--- src/rtl/minmax_pkg.sv ---
// Shared types and default sizes for the minmax_tracker frame statistics stage.
package minmax_pkg;

  localparam int DEF_WIDTH = 4;
  localparam int DEF_CNT_W = 8;

  typedef enum logic [1:0] {
    IDLE,
    ACCUM,
    DONE
  } state_t;

  typedef struct packed {
    logic [DEF_WIDTH-1:0] maxv;
    logic [DEF_WIDTH-1:0] minv;
    logic [DEF_CNT_W-1:0] cnt;
    logic [DEF_CNT_W-1:0] max_idx;
    logic [DEF_CNT_W-1:0] min_idx;
  } result_t;

endpackage

--- src/rtl/minmax_tracker_mag_compare.sv ---
// Unsigned WIDTH-bit magnitude comparator producing greater/equal/less flags.
module mag_compare
  import minmax_pkg::*;
#(
  parameter int WIDTH = DEF_WIDTH
) (
  input  logic [WIDTH-1:0] a,
  input  logic [WIDTH-1:0] b,
  output logic             agb,
  output logic             aeb,
  output logic             alb
);

  assign agb = (a > b);
  assign aeb = (a == b);
  assign alb = (a < b);

endmodule

--- src/rtl/minmax_tracker.sv ---
// Per-frame running max/min/count over a valid/ready sample stream, one record per frame.
// Define TRACK_INDEX_EN to add first-occurrence max/min index outputs.
module minmax_tracker
  import minmax_pkg::*;
#(
  parameter int WIDTH = DEF_WIDTH,
  parameter int CNT_W = DEF_CNT_W
) (
  input  logic             clk,
  input  logic             rst,
  input  logic             in_valid,
  output logic             in_ready,
  input  logic [WIDTH-1:0] in_data,
  input  logic             in_last,
  output logic             out_valid,
  input  logic             out_ready,
  output logic [WIDTH-1:0] out_max,
  output logic [WIDTH-1:0] out_min,
`ifdef TRACK_INDEX_EN
  output logic [CNT_W-1:0] out_max_idx,
  output logic [CNT_W-1:0] out_min_idx,
`endif
  output logic [CNT_W-1:0] out_cnt
);

  localparam logic [CNT_W-1:0] CNT_MAX = {CNT_W{1'b1}};

  state_t           state;
  logic [WIDTH-1:0] max_q;
  logic [WIDTH-1:0] min_q;
  logic [CNT_W-1:0] cnt_q;
  logic [CNT_W-1:0] cnt_inc;
  logic             accept;
  logic             gt_max, eq_max, lt_max;
  logic             gt_min, eq_min, lt_min;
  logic             take_max, take_min;

  assign in_ready = (state != DONE) && !rst;
  assign accept   = in_valid && in_ready;
  assign cnt_inc  = (cnt_q == CNT_MAX) ? cnt_q : cnt_q + 1'b1;

  mag_compare #(.WIDTH(WIDTH)) u_cmp_max (
    .a   (in_data),
    .b   (max_q),
    .agb (gt_max),
    .aeb (eq_max),
    .alb (lt_max)
  );

  mag_compare #(.WIDTH(WIDTH)) u_cmp_min (
    .a   (in_data),
    .b   (min_q),
    .agb (gt_min),
    .aeb (eq_min),
    .alb (lt_min)
  );

  // Ties keep the earlier sample, so only a strict win replaces the extreme.
  always_comb begin
    take_max = 1'b0;
    take_min = 1'b0;
    case (1'b1)
      gt_max:         take_max = 1'b1;
      eq_max, lt_max: take_max = 1'b0;
      default:        take_max = 1'b0;
    endcase
    case (1'b1)
      lt_min:         take_min = 1'b1;
      eq_min, gt_min: take_min = 1'b0;
      default:        take_min = 1'b0;
    endcase
  end

  always_ff @(posedge clk) begin
    if (rst) begin
      state     <= IDLE;
      out_valid <= 1'b0;
      max_q     <= '0;
      min_q     <= '0;
      cnt_q     <= '0;
    end else begin
      case (state)
        IDLE: begin
          if (accept) begin
            max_q     <= in_data;
            min_q     <= in_data;
            cnt_q     <= CNT_W'(1);
            state     <= in_last ? DONE : ACCUM;
            out_valid <= in_last;
          end
        end
        ACCUM: begin
          if (accept) begin
            if (take_max) max_q <= in_data;
            if (take_min) min_q <= in_data;
            cnt_q <= cnt_inc;
            if (in_last) begin
              state     <= DONE;
              out_valid <= 1'b1;
            end
          end
        end
        DONE: begin
          if (out_ready) begin
            state     <= IDLE;
            out_valid <= 1'b0;
          end
        end
        default: begin
          state     <= IDLE;
          out_valid <= 1'b0;
        end
      endcase
    end
  end

  assign out_max = max_q;
  assign out_min = min_q;
  assign out_cnt = cnt_q;

`ifdef TRACK_INDEX_EN
  logic [CNT_W-1:0] max_idx_q;
  logic [CNT_W-1:0] min_idx_q;

  // The pre-increment count is the 0-based position of the sample being accepted.
  always_ff @(posedge clk) begin
    if (rst) begin
      max_idx_q <= '0;
      min_idx_q <= '0;
    end else if (accept) begin
      if (state == IDLE) begin
        max_idx_q <= '0;
        min_idx_q <= '0;
      end else begin
        if (take_max) max_idx_q <= cnt_q;
        if (take_min) min_idx_q <= cnt_q;
      end
    end
  end

  assign out_max_idx = max_idx_q;
  assign out_min_idx = min_idx_q;
`endif

endmodule

--- config.mk ---
export PLATFORM = sky130hd
export DESIGN_NAME = minmax_tracker
export DESIGN_NICKNAME = d
export VERILOG_FILES = /design/src/rtl/minmax_pkg.sv /design/src/rtl/minmax_tracker_mag_compare.sv /design/src/rtl/minmax_tracker.sv
export SDC_FILE = /design/constraint.sdc
export NUM_CORES = 1
export LEC_CHECK = 0
export CAP_MARGIN = 5
export CORE_ASPECT_RATIO = 0.75
export CORE_MARGIN = 2
export CORE_UTILIZATION = 40
export DETAILED_ROUTE_END_ITERATION = 10
export PLACE_DENSITY = 0.67
export SKIP_CTS_REPAIR_TIMING = 1
export SYNTH_ARGS = -nofsm -noshare
export SYNTH_HDL_FRONTEND = slang
export SYNTH_SLANG_ARGS = --single-unit
--- constraint.sdc ---
create_clock -name clk -period 2.52 [get_ports clk]
set_clock_uncertainty 0.2 [all_clocks]
set_input_delay 0.504 -clock clk [delete_from_list [all_inputs] [get_ports clk]]
set_output_delay 0.504 -clock clk [all_outputs]
set_load 0.01 [all_outputs]
Word-level counts from Yosys, hierarchy flattened
Index checks and enable logic that the tools add are counted.
- bits in registers: 19
- bits of input ports: 9
- output and inout port bits: 18
- logic and storage cells: 52
- add/subtract/negate cells: 1
- order comparisons: 2
- eq/ne operators: 11
- mux-type cells: 24
- reduce and logical (&&, ||, !) cells: 9
- operators with widths (kind ; number):
    $mux 8 ; 3
    $mux 4 ; 5
    $ne 2x2->1 const B ; 8
    $pmux 4 s2 ; 2
    $pmux 8 s2 ; 1
    $reduce_and 4->1 ; 4
    $mux 2 ; 5
    $add 8x1->8 const B ; 1
    $eq 8x8->1 const B ; 1
    $mux 1 ; 6
    $pmux 2 s3 ; 1
    $gt 4x4->1 ; 1
    $lt 4x4->1 ; 1
    $pmux 1 s3 ; 1
    $eq 2x1->1 const B ; 1
    $eq 2x2->1 const B ; 1
    $logic_and 1x1->1 ; 2
    $logic_not 2->1 ; 1
    $reduce_bool 2->1 ; 1
    $logic_not 1->1 ; 1

Longest topological paths before layout
Gate-level depths: netlist of run 1.
- depth in word-level cells: 5
- gate-level depth with buffers: 6
- mapped depth without buffers: 6

By module
From an unflattened synthesis of run 1, not the netlist that was laid out.
- cells, all modules: 134
- area, all modules: 1161.1 um2
- by module, submodules not included (module ; instances ; cells an instance ; area an instance (um2)):
    minmax_tracker ; 1 ; 102 ; 903.4
    mag_compare ; 2 ; 16 ; 128.9

Least setup slack after synthesis of run 1
Ideal clock, no wire load.
- path kind: in2reg
- start point: in in_data[1]
- end point: reg max_q[1] (netlist: out_max[1])
- library setup time: 121 ps
- arrival: 1587 ps
- required time: 2199 ps
- setup slack: 612 ps
- stages on the path: 5
- path through: ha_1 -> nor2b_1 -> o211ai_1 -> a31o_4 -> mux2_4
- cells in the longest elaborated chain, start to end: 4
- elaborated cells on any way between the ends: 8
- ends and longest elaborated chain (element ; RTL line ; text):
    start: declaration ; minmax_tracker.sv:13 ; input logic [WIDTH-1:0] in_data,
    $gt 4x4->1 ; minmax_tracker_mag_compare.sv:14 ; assign agb = (a > b);
    $mux 1 ; minmax_tracker.sv:62 ; case (1'b1)
    $ne 2x2->1 (no source line) ; -- ;
    $reduce_and 4->1 (no source line) ; -- ;
    end signal: assignment ; minmax_tracker.sv:85 ; max_q <= in_data;
    end signal: assignment ; minmax_tracker.sv:94 ; if (take_max) max_q <= in_data;
    end: declaration ; minmax_tracker.sv:29 ; logic [WIDTH-1:0] max_q;
Several ways; a longest one is shown, not always the timed one. The select of a mux whose other input is x is not followed.
A chain may end at the register's enable or synchronous reset.

Worst setup path after layout of run 1
- start point: in rst
- end point: out in_ready
- cells in the longest elaborated chain, start to end: 2
- ends and longest elaborated chain (element ; RTL line ; text):
    start: declaration ; minmax_tracker.sv:10 ; input logic rst,
    $logic_not 1->1 ; minmax_tracker.sv:38 ; assign in_ready = (state != DONE) && !rst;
    $logic_and 1x1->1 ; minmax_tracker.sv:38 ;
    end: declaration ; minmax_tracker.sv:12 ; output logic in_ready,
No other way between the ends.

==> results by group, run 1 <==
Status
  – Outcome: finished clean

Timing
  – Unrepaired setup endpoints after global routing: false
  – # setup viols final: 0
  – Slew margin rel.: 67.1%
  – Fin crit share: 93.3%
  – Worst-margin pin slew: 492 ps
  – Fin crit period: 2350 ps
  – Slew Viols, Final: 0
  – Final setup TNS: 0 ps
  – FMAX: 425 MHz
  – Final hold violation count: 0

Global route
  – First-pass GRT wire length: 4.11 mm
  – GRT Util Overall: 16.4%
  – Initial antenna violation count: 0
  – Largest net degree at the start of global routing: 22
  – Vias in the first global route: 898
  – GRT Residual Overflow: 0

CTS
  – CTS tree: yes
  – Clock Path Buffers: 2
  – Reg clk slew, reported paths: 100 ps
  – Clock root cell: clkbuf_4
  – Clk sink count: 18
  – CTS H-tree lvls: 1
  – Clk_lat worst skew: 290 ps
  – Num CTS Buffers: 3

Route
  – Starting DRC count in detailed routing: 52
  – Wire per inst: 13.3 um
  – Routed vias/inst: 5.34
  – Drt drc: 0
  – Via Count: 999
  – Final ANT Viol Nets: 0
  – DRT Pass-1 Iters: 4
  – Final WL: 2.49 mm

Synthesis
  – Number of synthesized flops with an enable pin: 0
  – Sequential share of the synthesized area: 33.0%
  – Fraction of registers with async set/reset: 0%
  – Mapped cell area: 1090 um2
  – Mean Syn Cell Area: 8.96 um2
  – Syn Inst Count: 122
  – Primary FF master, synth: dfxtp_1
  – Synthesis-stage register bit count: 18
  – Yosys Warn Count: 0
  – Mapped Nets: 139
  – Synth unique cells: 40

Setup path
  – Worst endpoint required time: 1820 ps
  – Maximum fanout along the worst path: 2
  – Critical path type: in2out
  – Worst setup EP type: output pin
  – R2R depth: 6
  – Crit start category: input port
  – Data arrival time of the critical path: 1650 ps

Pwr
  – Clk pwr share: 27.2%
  – P_sw: 0.000181 W
  – Peak supply drop: 348 uV
  – Power share of the combinational group: 24.8%
  – Sw Share: 27.4%
  – Pwr Density: 455 nW/um2
  – Reg power frac: 48.0%
  – Pint: 0.000478 W
  – Cell leakage power: 0.559 nW

Layout
  – Final #Nets: 169
  – Share of layout cells above drive strength 1: 13.2%
  – Post-route cell area: 1450 um2
  – Syn-to-layout area delta: 32.5%
  – # diodes: 0
  – Multi-input logic area: 671 um2
  – Filler cells: 241
  – Post-Layout Cell Count: 187
  – Register area: 360 um2

Floorplan
  – Die Ht: 49.3 um
  – Rows: 16
  – Initial Util: 42.0%
  – Total I/O pin count: 27
  – Die ar.: 3170 um2
  – Die X: 64.4 um
  – CORE AREA: 2600 um2

Place
  – Post-Place Cells: 183
  – DPL Wire Length: 1.93 mm
  – Post-DP Area: 1410 um2
  – Placer Congestion: 0.902
  – I/O Buffers: 26

Flow run
  – Max-Cap Viols: 0

Hold path
  – Hold Path Class: reg2reg
  – Cells on Worst Hold Path: 2
-- cells in the mapped netlist, types with 2 or more instances --
cell | count | area, um2
dfxtp_1 | 18 | 360
inv_1 | 9 | 33.8
ha_1 | 8 | 100
a21oi_1 | 7 | 35.0
mux2i_1 | 3 | 30.0
o211ai_1 | 2 | 15.0
nor2b_1 | 2 | 12.5
or3_1 | 2 | 12.5
mux2_4 | 3 | 45.0
clkbuf_1 | 2 | 7.51
nor3_1 | 2 | 10.0
nor2_1 | 12 | 45.0
nand2b_1 | 3 | 18.8
nand2_1 | 6 | 22.5
o211a_1 | 2 | 20.0
o21ai_0 | 6 | 30.0
nand4_1 | 4 | 25.0
nand3_1 | 6 | 30.0
o41ai_1 | 4 | 35.0
-- cell type report --
type | count | area share (%)
multi-input cells | 90 | 46.3
inverters | 9 | 2.33
well taps | 36 | 3.11
repair buffers | 30 | 20.9
clock buffers | 4 | 2.50
flip-flops and latches | 18 | 24.9
-- registers in the layout, indices dropped and copies added, names as in the netlist --
name / count
out_cnt: 8
out_max: 4
out_min: 4
state: 2
-- metrics by stage --
| stage | worst slack (ps) | hold WS, ps | power [W] | util (%) |
|---|---|---|---|---|
| floorplan | 612 | 296 | 0.000412 | - |
| global placement | 120 | 265 | 0.000482 | 54.3 |
| detailed placement | 43.3 | 279 | 0.000486 | 54.3 |
| CTS | 155 | 295 | 0.000667 | 55.7 |
| global route | 112 | 302 | 0.000698 | 55.7 |
| finish | 168 | 288 | 0.000659 | 55.7 |
-- per-layer routing --
| layer | track usage [%] | vias to the layer above | routed length [um] |
|---|---|---|---|
| met4 | 3.90 | 0 | 36 |
| li1 | - | 512 | - |
| met5 | 0 | - | 0 |
| met3 | 5.77 | 4 | 170 |
| met1 | 21.9 | 451 | 1180 |
| met2 | 25.2 | 32 | 1110 |
-- cells by family (layout without fill, tap and decap cells) --
family          after synthesis  count (layout)  synth area share [%]
simple gates                 45              45                  23.8
compound gates               31              31                  21.5
flops                        18              18                  33.0
buf+inv                      14              43                  5.72
fa+ha+maj                     8               8                  9.15
mux                           6               6                  6.86
-- power groups by stage --
stage          Sequential (W)  Combinational (W)  Clock [W]
5_1_grt              0.000319           0.000178   0.000201
3_5_place_dp         0.000323           0.000163          0
6_report             0.000316           0.000163   0.000179
3_3_place_gp         0.000323           0.000159          0
4_1_cts              0.000317           0.000164   0.000187
2_1_floorplan        0.000325          0.0000872          0
-- cell usage in the layout, fill, tap and decap left out, types with 4 or more instances in the layout --
cell type,instances
a21oi_1,7
clkdlybuf4s50_1,26
dfxtp_1,18
ha_1,8
inv_1,9
nand2_1,6
nand3_1,6
nand4_1,4
nor2_1,12
o21ai_0,6
o41ai_1,4
-- path summary, 6_finish.rpt --
check                                              from                       to  slack [ps]
worst max-delay path                                rst                 in_ready         170
worst min register to register  out_min[0]$_SDFFE_PP0P_  out_min[0]$_SDFFE_PP0P_         290
worst max register to register  out_max[1]$_SDFFE_PP0P_  out_max[2]$_SDFFE_PP0P_         640
worst min-delay path            out_min[0]$_SDFFE_PP0P_  out_min[0]$_SDFFE_PP0P_         290
-- critical path, cell delays in order --
cell	delay (ps)
clkdlybuf4s50_1	460
a21oi_1	130
clkdlybuf4s50_1	550
No activity file was read; power rests on OpenSTA's default activity.
==> run 2, diff against run 1 <==
--- a/config.mk
+++ b/config.mk
@@ -9,6 +9,7 @@
 export CORE_ASPECT_RATIO = 0.75
 export CORE_MARGIN = 2
 export CORE_UTILIZATION = 40
+export CTS_BUF_LIST = sky130_fd_sc_hd__clkbuf_16
 export DETAILED_ROUTE_END_ITERATION = 10
 export PLACE_DENSITY = 0.67
 export SKIP_CTS_REPAIR_TIMING = 1
==> results by group, run 2 (synthesis results as in run 1) <==
Timing
  – Slew Viols, Final: 0 (unchanged)
  – Final hold violation count: 0 (unchanged)
  – Worst-margin pin slew: 488 ps (was 492 ps)
  – Slew margin rel.: 67.4% (was 67.1%)
  – Unrepaired setup endpoints after global routing: false (unchanged)
  – Fin crit period: 2350 ps (about the same)
  – Final setup TNS: 0 ps (unchanged)
  – FMAX: 425 MHz (about the same)
  – Fin crit share: 93.3% (about the same)
  – # setup viols final: 0 (unchanged)
  – Hold slack final: 282 ps (was 288 ps)

CTS
  – Clk sink count: 18 (unchanged)
  – Num CTS Buffers: 3 (unchanged)
  – CTS H-tree lvls: 1 (unchanged)
  – Clock root cell: clkbuf_16 (was clkbuf_4)
  – Reg clk slew, reported paths: 50 ps (was 100 ps)
  – Clk_lat worst skew: 250 ps (was 290 ps)
  – Clock Path Buffers: 2 (unchanged)
  – CTS tree: yes (unchanged)

Setup path
  – Maximum fanout along the worst path: 2 (unchanged)
  – WP buf/inv: 2 (unchanged)
  – Critical path type: in2out (unchanged)
  – Worst setup EP type: output pin (unchanged)
  – Worst endpoint required time: 1820 ps (about the same)
  – Crit start category: input port (unchanged)
  – Data arrival time of the critical path: 1650 ps (about the same)
  – Critical Path Most Common Cell: clkdlybuf4s50_1 (unchanged)
  – Slowest cell on crit path: clkdlybuf4s50_1 (unchanged)
  – Delay-heaviest family, CP: buffers and inverters (unchanged)
  – Crit-path cells: clkdlybuf4s50_1 -> a21oi_1 -> clkdlybuf4s50_1 (unchanged)
  – R2R depth: 6 (unchanged)
  – Levels on crit path: 3 (unchanged)
  – Slowest stage delay, CP: 550 ps (about the same)

Place
  – Post-Place Cells: 183 (unchanged)
  – DPL Wire Length: 1.93 mm (unchanged)
  – Placer Congestion: 0.902 (unchanged)
  – I/O Buffers: 26 (unchanged)

Pwr
  – Sw Share: 24.7% (was 27.4%)
  – Pint: 0.000602 W (was 0.000478 W)
  – Pwr Density: 536 nW/um2 (was 455 nW/um2)
  – Cell leakage power: 0.577 nW (was 0.559 nW)
  – P_sw: 0.000197 W (was 0.000181 W)
  – Power share of the combinational group: 20.5% (was 24.8%)
  – Peak supply drop: 352 uV (was 348 uV)
  – Reg power frac: 39.7% (was 48.0%)
  – Clk pwr share: 39.8% (was 27.2%)

Floorplan
  – CORE AREA: 2600 um2 (unchanged)
  – Initial Util: 42.0% (unchanged)
  – Die X: 64.4 um (unchanged)
  – Total I/O pin count: 27 (unchanged)
  – Die Ht: 49.3 um (unchanged)
  – Rows: 16 (unchanged)
  – Die ar.: 3170 um2 (unchanged)

Route
  – Wire per inst: 13.4 um (was 13.3 um)
  – Starting DRC count in detailed routing: 58 (was 52)
  – Via Count: 1017 (was 999)
  – Drt drc: 0 (unchanged)
  – Final WL: 2.51 mm (was 2.49 mm)
  – Routed vias/inst: 5.44 (was 5.34)
  – Final ANT Viol Nets: 0 (unchanged)
  – DRT Pass-1 Iters: 4 (unchanged)

Layout
  – # diodes: 0 (unchanged)
  – Most frequent cells in the layout: clkdlybuf4s50_1 (26), dfxtp_1 (18), nor2_1 (12), inv_1 (9), ha_1 (8) (unchanged)
  – Share of layout cells above drive strength 1: 12.6% (was 13.2%)
  – Post-Layout Cell Count: 187 (unchanged)
  – Commonest non-fill, non-tap cell in the layout: clkdlybuf4s50_1 (unchanged)
  – Final #Nets: 169 (unchanged)
  – Syn-to-layout area delta: 36.4% (was 32.5%)
  – Largest register FFs: 8 (unchanged)

Global route
  – Initial antenna violation count: 0 (unchanged)
  – Vias in the first global route: 901 (was 898)
  – GRT Residual Overflow: 0 (unchanged)
  – First-pass GRT wire length: 4.15 mm (was 4.11 mm)
  – GRT Util Overall: 16.7% (was 16.4%)
  – Largest net degree at the start of global routing: 22 (unchanged)

Flow run
  – Max-Cap Viols: 0 (unchanged)

Hold path
  – Hold Path Class: reg2reg (unchanged)
  – Cells on Worst Hold Path: 2 (unchanged)

Status
  – Outcome: finished clean (unchanged)
## run 2: layout make-up
| class | instances | area (um2) |
|---|---|---|
| well taps | 36 | 45.0 |
| clock buffers | 3 | 75.1 |
| multi-input cells | 90 | 671 |
| repair buffers | 30 | 303 |
| flip-flops and latches | 18 | 360 |
| clock inverters | 1 | 3.75 |
| fillers | 236 | 1110 |
| inverters | 9 | 33.8 |
## run 2: worst reg2reg max path, stage by stage, from the launching register on
cell      delay (ps)
dfxtp_1          320
inv_1             60
ha_1             280
nor2b_1          140
o211ai_1         230
a31o_4           240
mux2_4           300
## run 2: worst paths after layout
| path | start | to | slack [ps] |
|---|---|---|---|
| hold reg to reg | out_min[0]$_SDFFE_PP0P_ | out_min[0]$_SDFFE_PP0P_ | 280 |
| setup / recovery | rst | in_ready | 170 |
| hold / removal | out_min[0]$_SDFFE_PP0P_ | out_min[0]$_SDFFE_PP0P_ | 280 |
| setup reg to reg | out_max[1]$_SDFFE_PP0P_ | out_max[2]$_SDFFE_PP0P_ | 660 |
## run 2: through the flow
| step | utilization [%] | worst slack (ps) | total power (W) | area, um2 |
|---|---|---|---|---|
| 5_1_grt | 57.3 | 112 | 0.000837 | 1490 |
| 6_report | 57.3 | 168 | 0.000799 | 1490 |
| 2_1_floorplan | - | 612 | 0.000412 | 1090 |
| 3_3_place_gp | 54.3 | 120 | 0.000482 | 1410 |
| 4_1_cts | 57.3 | 155 | 0.000807 | 1490 |
| 3_5_place_dp | 54.3 | 43.3 | 0.000486 | 1410 |
## run 2: power groups by stage
stage | logic (W) | clock network (W) | registers [W]
final | 0.000164 | 0.000318 | 0.000317
after CTS | 0.000164 | 0.000326 | 0.000317
after global routing | 0.000178 | 0.000339 | 0.000319
after detailed placement | 0.000163 | 0 | 0.000323
after floorplan | 0.0000872 | 0 | 0.000325
after global placement | 0.000159 | 0 | 0.000323
## run 2: routing by layer
| layer | routed length, um | track usage [%] |
|---|---|---|
| met1 | 1220 | 21.9 |
| met4 | 52 | 4.96 |
| met2 | 1090 | 25.2 |
| met3 | 141 | 6.47 |
| met5 | 0 | 0 |
==> run 3, diff against run 2 <==
--- a/config.mk
+++ b/config.mk
@@ -6,13 +6,16 @@
 export NUM_CORES = 1
 export LEC_CHECK = 0
 export CAP_MARGIN = 5
+export CELL_PAD_IN_SITES_DETAIL_PLACEMENT = 1
+export CELL_PAD_IN_SITES_GLOBAL_PLACEMENT = 2
 export CORE_ASPECT_RATIO = 0.75
 export CORE_MARGIN = 2
-export CORE_UTILIZATION = 40
+export CORE_UTILIZATION = 31
 export CTS_BUF_LIST = sky130_fd_sc_hd__clkbuf_16
 export DETAILED_ROUTE_END_ITERATION = 10
-export PLACE_DENSITY = 0.67
+export PLACE_DENSITY_LB_ADDON = 0.1
 export SKIP_CTS_REPAIR_TIMING = 1
+export SLEW_MARGIN = 10
 export SYNTH_ARGS = -nofsm -noshare
 export SYNTH_HDL_FRONTEND = slang
 export SYNTH_SLANG_ARGS = --single-unit
==> results by group, run 3 (synthesis results as in run 1) <==
Place
  – I/O Buffers: 26 (unchanged)
  – Placer Congestion: 0.779 (was 0.902)
  – DPL Wire Length: 2.31 mm (was 1.93 mm)

Floorplan
  – Total I/O pin count: 27 (unchanged)
  – Die Ht: 55.4 um (was 49.3 um)
  – Die ar.: 4020 um2 (was 3170 um2)
  – CORE AREA: 3330 um2 (was 2600 um2)
  – Rows: 18 (was 16)
  – Initial Util: 32.8% (was 42.0%)
  – Die X: 72.6 um (was 64.4 um)

Route
  – Final ANT Viol Nets: 0 (unchanged)
  – Wire per inst: 15.3 um (was 13.4 um)
  – Via Count: 1025 (was 1017)
  – DRT Pass-1 Iters: 4 (unchanged)
  – Starting DRC count in detailed routing: 18 (was 58)
  – Routed vias/inst: 5.37 (was 5.44)
  – Final WL: 2.93 mm (was 2.51 mm)
  – Drt drc: 0 (unchanged)

Pwr
  – Pwr Density: 538 nW/um2 (was 536 nW/um2)
  – Cell leakage power: 0.577 nW (unchanged)
  – Tot Pwr: 0.000805 W (was 0.000799 W)
  – Peak supply drop: 286 uV (was 352 uV)

CTS
  – Reg clk slew, reported paths: 50 ps (about the same)
  – Clock Path Buffers: 2 (unchanged)
  – Num CTS Buffers: 3 (unchanged)
  – Clk sink count: 18 (unchanged)
  – CTS H-tree lvls: 1 (unchanged)
  – CTS tree: yes (unchanged)
  – Clock root cell: clkbuf_16 (unchanged)
  – Clk_lat worst skew: 250 ps (about the same)

Setup path
  – Crit-path cells: clkdlybuf4s50_1 -> a21oi_1 -> clkdlybuf4s50_1 (unchanged)
  – Worst endpoint required time: 1820 ps (about the same)
  – Slowest stage delay, CP: 550 ps (about the same)
  – Slowest cell on crit path: clkdlybuf4s50_1 (unchanged)
  – Maximum fanout along the worst path: 2 (unchanged)
  – Critical path type: in2out (unchanged)
  – Crit start category: input port (unchanged)
  – Reg-to-Reg Start: state[0]$_SDFFE_PP0P_ (was out_max[1]$_SDFFE_PP0P_)
  – Worst setup EP type: output pin (unchanged)
  – Data arrival time of the critical path: 1660 ps (was 1650 ps)
  – Crit path launch: rst (unchanged)
  – Critical Path Most Common Cell: clkdlybuf4s50_1 (unchanged)

Global route
  – GRT Util Overall: 15.8% (was 16.7%)
  – First-pass GRT wire length: 5.00 mm (was 4.15 mm)
  – Vias in the first global route: 1035 (was 901)
  – Initial antenna violation count: 0 (unchanged)
  – Largest net degree at the start of global routing: 22 (unchanged)
  – GRT Residual Overflow: 0 (unchanged)

Layout
  – Filler cells: 388 (was 236)
  – Commonest non-fill, non-tap cell in the layout: clkdlybuf4s50_1 (unchanged)
  – Final #Nets: 169 (unchanged)
  – Most frequent cells in the layout: clkdlybuf4s50_1 (26), dfxtp_1 (18), nor2_1 (12), inv_1 (9), ha_1 (8) (unchanged)
  – Register area: 360 um2 (unchanged)
  – Share of layout cells above drive strength 1: 12.6% (unchanged)
  – Syn-to-layout area delta: 36.8% (was 36.4%)
  – Multi-input logic area: 671 um2 (unchanged)
  – # diodes: 0 (unchanged)
  – Final core utilization: 44.9% (was 57.3%)
  – Largest register FFs: 8 (unchanged)

Timing
  – FMAX: 424 MHz (was 425 MHz)
  – Fin crit period: 2360 ps (was 2350 ps)
  – # setup viols final: 0 (unchanged)
  – Hold slack final: 278 ps (was 282 ps)
  – Worst-margin pin slew: 460 ps (was 488 ps)
  – Final setup TNS: 0 ps (unchanged)
  – Slew Viols, Final: 0 (unchanged)
  – Unrepaired setup endpoints after global routing: false (unchanged)
  – Fin crit share: 93.6% (was 93.3%)
  – Slew margin rel.: 69.3% (was 67.4%)
  – Final hold violation count: 0 (unchanged)

Hold path
  – Hold Path Class: reg2reg (unchanged)
  – HP Start: out_min[0]$_SDFFE_PP0P_ (unchanged)

Status
  – Outcome: finished clean (unchanged)

Flow run
  – Max-Cap Viols: 0 (unchanged)
[run 3: cell counts in the layout (fill, tap and decap cells not counted)]
Identical to the previous run, type by type.
[run 3: layout make-up]
type / instances / area share [%]
multi-input combinational: 90 / 44.8
sequential: 18 / 24.1
timing repair buffer: 30 / 20.2
clock buffer: 3 / 5.02
tap: 40 / 3.34
inverter: 9 / 2.26
clock inverter: 1 / 0.251
[run 3: where the power goes]
part	internal [W]	switching [W]
clock	0.000211	0.000110
sequential	0.000302	0.0000153
combinational	0.0000883	0.0000783
[run 3: path summary, 6_finish.rpt]
| check | end | slack (ps) | depth (start not counted) |
|---|---|---|---|
| setup reg to reg | out_max[1]$_SDFFE_PP0P_ | 660 | 3 |
| hold reg to reg | out_min[0]$_SDFFE_PP0P_ | 280 | 2 |
| hold / removal | out_min[0]$_SDFFE_PP0P_ | 280 | 2 |
| setup / recovery | in_ready | 160 | 3 |
[run 3: through the flow]
| stage | instance area (um2) | worst slack [ps] | std cells |
|---|---|---|---|
| floorplan | 1090 | 612 | 122 |
| finish | 1500 | 160 | 191 |
| detailed placement | 1420 | 73.7 | 187 |
| global route | 1500 | 77.3 | 191 |
| CTS | 1500 | 150 | 191 |
| global placement | 1420 | 107 | 187 |
[run 3: worst max-delay path, delay by kind of cell]
kind	cells	cell delay (ps)
AOI/OAI and AO/OA	1	140
buffers and inverters	2	1010
[run 3: metal layers]
| layer | track usage, % | vias to the layer above | wire length, um | part of all wire (%) |
|---|---|---|---|---|
| li1 | - | 511 | - | - |
| met1 | 23.0 | 493 | 1480 | 51 |
| met2 | 23.1 | 17 | 1320 | 45 |
| met3 | 4.56 | 4 | 102 | 3.5 |
| met4 | 3.17 | 0 | 29 | 0.99 |
| met5 | 0 | - | 0 | 0 |
